File: src/rtl/full_adder_if.sv
// Operand/result bundle for the registered full adder.
// The master drives operands; the slave (the adder) returns the registered result.
interface full_adder_if #(
    parameter int WIDTH = 1
);
    logic [WIDTH-1:0] A;
    logic [WIDTH-1:0] B;
    logic             Carry_in;
    logic             in_valid;
    logic [WIDTH-1:0] Sum;
    logic             Carry_out;
    logic             Overflow;
    logic             out_valid;

    modport master (
        output A, B, Carry_in, in_valid,
        input  Sum, Carry_out, Overflow, out_valid
    );

    modport slave (
        input  A, B, Carry_in, in_valid,
        output Sum, Carry_out, Overflow, out_valid
    );
endinterface

File: src/rtl/full_adder.sv
// Registered WIDTH-bit ripple-carry adder with carry-out and signed overflow.
// The result is captured one clock after a valid operand set.
module full_adder #(
    parameter int WIDTH = 1
) (
    input  logic        clk,
    input  logic        rst,
    full_adder_if.slave bus
);
    logic [WIDTH-1:0] sum_next;
    logic             carry_out_next;
    logic             overflow_next;

    logic [WIDTH-1:0] sum_reg;
    logic             carry_out_reg;
    logic             overflow_reg;
    logic             out_valid_reg;

    // Each cell keeps its own carry nets so the chain is not one self-referencing vector.
    for (genvar gi = 0; gi < WIDTH; gi++) begin : g_cell
        logic carry_into;
        logic carry_from;

        if (gi == 0) begin : g_first
            assign carry_into = bus.Carry_in;
        end else begin : g_rest
            assign carry_into = g_cell[gi-1].carry_from;
        end

        assign sum_next[gi] = bus.A[gi] ^ bus.B[gi] ^ carry_into;
        assign carry_from   = (bus.A[gi] & bus.B[gi])
                            | (bus.A[gi] & carry_into)
                            | (bus.B[gi] & carry_into);
    end

    assign carry_out_next = g_cell[WIDTH-1].carry_from;
    // Signed overflow: carry into the sign bit disagrees with carry out of it.
    assign overflow_next  = g_cell[WIDTH-1].carry_from ^ g_cell[WIDTH-1].carry_into;

    always_ff @(posedge clk) begin
        if (rst) begin
            sum_reg       <= '0;
            carry_out_reg <= 1'b0;
            overflow_reg  <= 1'b0;
            out_valid_reg <= 1'b0;
        end else begin
            out_valid_reg <= bus.in_valid;
            if (bus.in_valid) begin
                sum_reg       <= sum_next;
                carry_out_reg <= carry_out_next;
                overflow_reg  <= overflow_next;
            end
        end
    end

    assign bus.Sum       = sum_reg;
    assign bus.Carry_out = carry_out_reg;
    assign bus.Overflow  = overflow_reg;
    assign bus.out_valid = out_valid_reg;
endmodule

File: src/flat_wrapper.sv
// flat-port wrapper written by rule: the top's interface ports become plain ports
module full_adder_flat 
#(
    parameter int WIDTH = 1
)
  (clk, rst, bus_A, bus_B, bus_Carry_in, bus_in_valid, bus_Sum, bus_Carry_out, bus_Overflow, bus_out_valid);
  full_adder_if #(.WIDTH(WIDTH)) bus_i ();
  input  logic clk;
  input  logic rst;
  input wire logic [$bits(bus_i.A)-1:0] bus_A;
  input wire logic [$bits(bus_i.B)-1:0] bus_B;
  input wire logic [$bits(bus_i.Carry_in)-1:0] bus_Carry_in;
  input wire logic [$bits(bus_i.in_valid)-1:0] bus_in_valid;
  output wire logic [$bits(bus_i.Sum)-1:0] bus_Sum;
  output wire logic [$bits(bus_i.Carry_out)-1:0] bus_Carry_out;
  output wire logic [$bits(bus_i.Overflow)-1:0] bus_Overflow;
  output wire logic [$bits(bus_i.out_valid)-1:0] bus_out_valid;
  assign bus_i.A = bus_A;
  assign bus_i.B = bus_B;
  assign bus_i.Carry_in = bus_Carry_in;
  assign bus_i.in_valid = bus_in_valid;
  assign bus_Sum = bus_i.Sum;
  assign bus_Carry_out = bus_i.Carry_out;
  assign bus_Overflow = bus_i.Overflow;
  assign bus_out_valid = bus_i.out_valid;
  full_adder #(.WIDTH(WIDTH)) u_core (.clk(clk), .rst(rst), .bus(bus_i));
endmodule
File: config.mk
export PLATFORM = sky130hd
export DESIGN_NAME = full_adder_flat
export DESIGN_NICKNAME = d
export VERILOG_FILES = /design/src/rtl/full_adder_if.sv /design/src/rtl/full_adder.sv /design/src/flat_wrapper.sv
export SDC_FILE = /design/constraint.sdc
export NUM_CORES = 1
export LEC_CHECK = 0
export CAP_MARGIN = 0
export CORE_AREA = 4 4 41 43
export CTS_BUF_LIST = sky130_fd_sc_hd__clkbuf_16
export CTS_CLUSTER_DIAMETER = 50
export DETAILED_ROUTE_END_ITERATION = 10
export DIE_AREA = 0 0 45 47
export HOLD_SLACK_MARGIN = 0.05
export PLACE_DENSITY = 0.43
export SETUP_SLACK_MARGIN = 0.05
export SKIP_CTS_REPAIR_TIMING = 1
export SKIP_LAST_GASP = 1
export SYNTH_ARGS = -nofsm -noshare
export SYNTH_HDL_FRONTEND = slang
export SYNTH_SLANG_ARGS = --single-unit
File: constraint.sdc
create_clock -name clk -period 2.4 [get_ports clk]
set_input_delay 0.72 -clock clk [delete_from_list [all_inputs] [get_ports clk]]
set_output_delay 0.72 -clock clk [all_outputs]
set_load 0.02 [all_outputs]
==> summary.txt <==
Power and ir drop
  • Gate power share: 0.104
  • Clock Power Share: 0.696
  • Worst VDD drop: 285 µV
  • Switching part of the total: 0.175
  • Power Density: 1100 nW/µm²
  • Sequential power share: 0.200
  • Int Pwr: 0.307 mW
  • Net Sw Power: 0.0653 mW
  • Leakage: 0.134 nW

Worst setup path
  • Startpoint types: primary input
  • WS Path Type: in -> reg
  • Critical path required time: 2540 ps
  • Crit path arrival time: 2020 ps
  • Setup crit end kind: register
  • Crit Path Max Fanout: 2

Logic synthesis
  • Sequential fraction of the synthesis area: 0.520
  • Syn Nets: 20
  • Commonest cells in the synthesized netlist: 4 x dfxtp_1, 3 x nor2_1, 2 x mux2i_1
  • Yosys cell types: 7
  • Most used DFF post-synth: dfxtp_1
  • Post-Syn Area: about 150 µm²
  • Top-count cell post-synth: dfxtp_1
  • Area leader, netlist: dfxtp_1
  • #FFs+latches synth: 4
  • Top cells by area, synth: dfxtp_1 52%, fa_1 13%, mux2i_1 13%
  • Post-synth ARST share: 0
  • Synth Instances: 13
  • Number of synthesized flops with an enable pin: 0
  • Post-synth top area share: 0.520
  • YS warnings: 0
  • Syn_area_per_cell: 11.8 µm²

Placed design
  • Gpl congestion: 0.580
  • I/O Buffers: 9

STA
  • Period utilisation layout: 0.785
  • Fin. Hold Viols: 0
  • RSZ-0062 raised after global routing: false
  • Setup TNS: 0 ps
  • Max Slew Vio Count: 0
  • Worst Clk Skew: 0 ps
  • Worst slew margin: 0.848
  • F_max: 531 MHz
  • Final setup viols: 0
  • Worst Tran Pin Value: between 200 and 250 ps
  • Post-layout minimum cycle time: approximately 1900 ps

Global routing
  • GRT Util Overall: 0.0491
  • Grt met3 use: 0.0383
  • First-pass GRT wire length: slightly above 600 µm
  • GR Layer Usage met2: 0.0621
  • GRT Max-Usage Layer: met4
  • GRT met1 Usage: 0.0411
  • Initial antenna violation count: 0
  • Largest net degree at the start of global routing: 6
  • Grt total ovfl: 0
  • Vias in the first global route: between 150 and 200

Floorplan
  • Core Rows: 13
  • Die height: 47 µm
  • Die footprint: 2120 µm²
  • I/O pin count: 10
  • Core area: 1300 µm²
  • Starting Density: 0.118
  • Die width: 45 µm

Clock tree
  • TritonCTS Buffers: 3
  • Clk pin slew, worst setup/hold paths: 30 ps
  • CTS tree: done
  • Longest Clk Path Bufs: 2
  • Clk_lat worst skew: 220 ps
  • CTS H-Tree Depth: 1
  • Clk sinks: 4
  • Clock root buffer: clkbuf_16

Detailed routing
  • Drt via density: 3.45
  • Total wire length: 377 µm
  • Total number of vias: around 140
  • DR iter-0 viols: 2
  • Drt wl/cell: 9.43 µm
  • DRT Pass-1 Iters: 4
  • Post-DRT Antenna Nets: 0
  • Residual DRC: 0

Final layout
  • Final nets: 34
  • Diodes inserted: 0
  • Area grow syn2layout: 120%
  • Share of cells above drive strength 1: 0.120
  • Final Core Density: 0.260

Min path
  • Hold Path Class: reg -> reg

Flow run
  • Max_cap viols: 0

Outcome
  • Status: completed
## final timing paths
kind | start | to | slack, ps | depth (start not counted)
min | u_core.bus.Overflow | u_core.bus.Overflow | 490 | 2
min reg2reg | u_core.bus.Overflow | u_core.bus.Overflow | 490 | 2
max reg2reg | u_core.bus.Overflow | u_core.bus.Overflow | 1750 | 2
max | bus_Carry_in | u_core.bus.Overflow | 520 | 4
## routing by layer
metal | up-vias | wire length [µm]
met5 | - | 0
met4 | 0 | 21
met3 | 2 | 70
met2 | 12 | 123
met1 | 57 | 161
li1 | 67 | -
## placed cells by master (no fill, tap or decap)
master           count
a211oi_1             1
xnor2_1              1
nor2b_1              1
clkbuf_16            3
nor2_1               3
mux2i_1              2
clkdlybuf4s50_1      9
fa_1                 1
dfxtp_1              4
## worst max-delay path: stages
cell             delay [ps]
clkdlybuf4s50_1         470
fa_1                    470
xnor2_1                 140
a211oi_1                220
## area by class of cell
| cell class | count | area, µm² |
|---|---|---|
| multi-input cells | 9 | 73.8 |
| fillers | 144 | 963 |
| flip-flops and latches | 4 | 80.1 |
| repair buffers | 9 | 90.1 |
| well taps | 15 | 18.8 |
| clock buffers | 3 | 75.1 |
## power groups by stage
stage	combinational (mW)	sequential [mW]	clock [mW]
floorplan	0.0100	0.0814	0
global placement	0.0388	0.0752	0
detailed placement	0.0393	0.0752	0
CTS	0.0394	0.0745	0.266
global route	0.0419	0.0752	0.273
finish	0.0386	0.0745	0.259
## through the flow
stage	worst slack (ps)	hold WS, ps	power (mW)	instance area (µm²)	std cells
final	515	489	0.372	338	40
after global routing	440	533	0.390	338	40
after CTS	504	491	0.379	338	40
after detailed placement	273	483	0.115	263	37
after global placement	318	483	0.114	263	37
after floorplan	831	551	0.0914	154	13
## cell families (layout without fill, tap and decap cells)
group                      after synthesis  count (layout)  synth area share
AOI/OAI and AO/OA                        1               1            0.0488
xor gates and xnor gates                 1               1            0.0569
adders and majority gates                1               1             0.130
buffers and inverters                    0              12                 0
DFF                                      4               4             0.520
muxes                                    2               2             0.130
and+or+nand+nor                          4               4             0.114
Power figures use the tool's default switching activity.
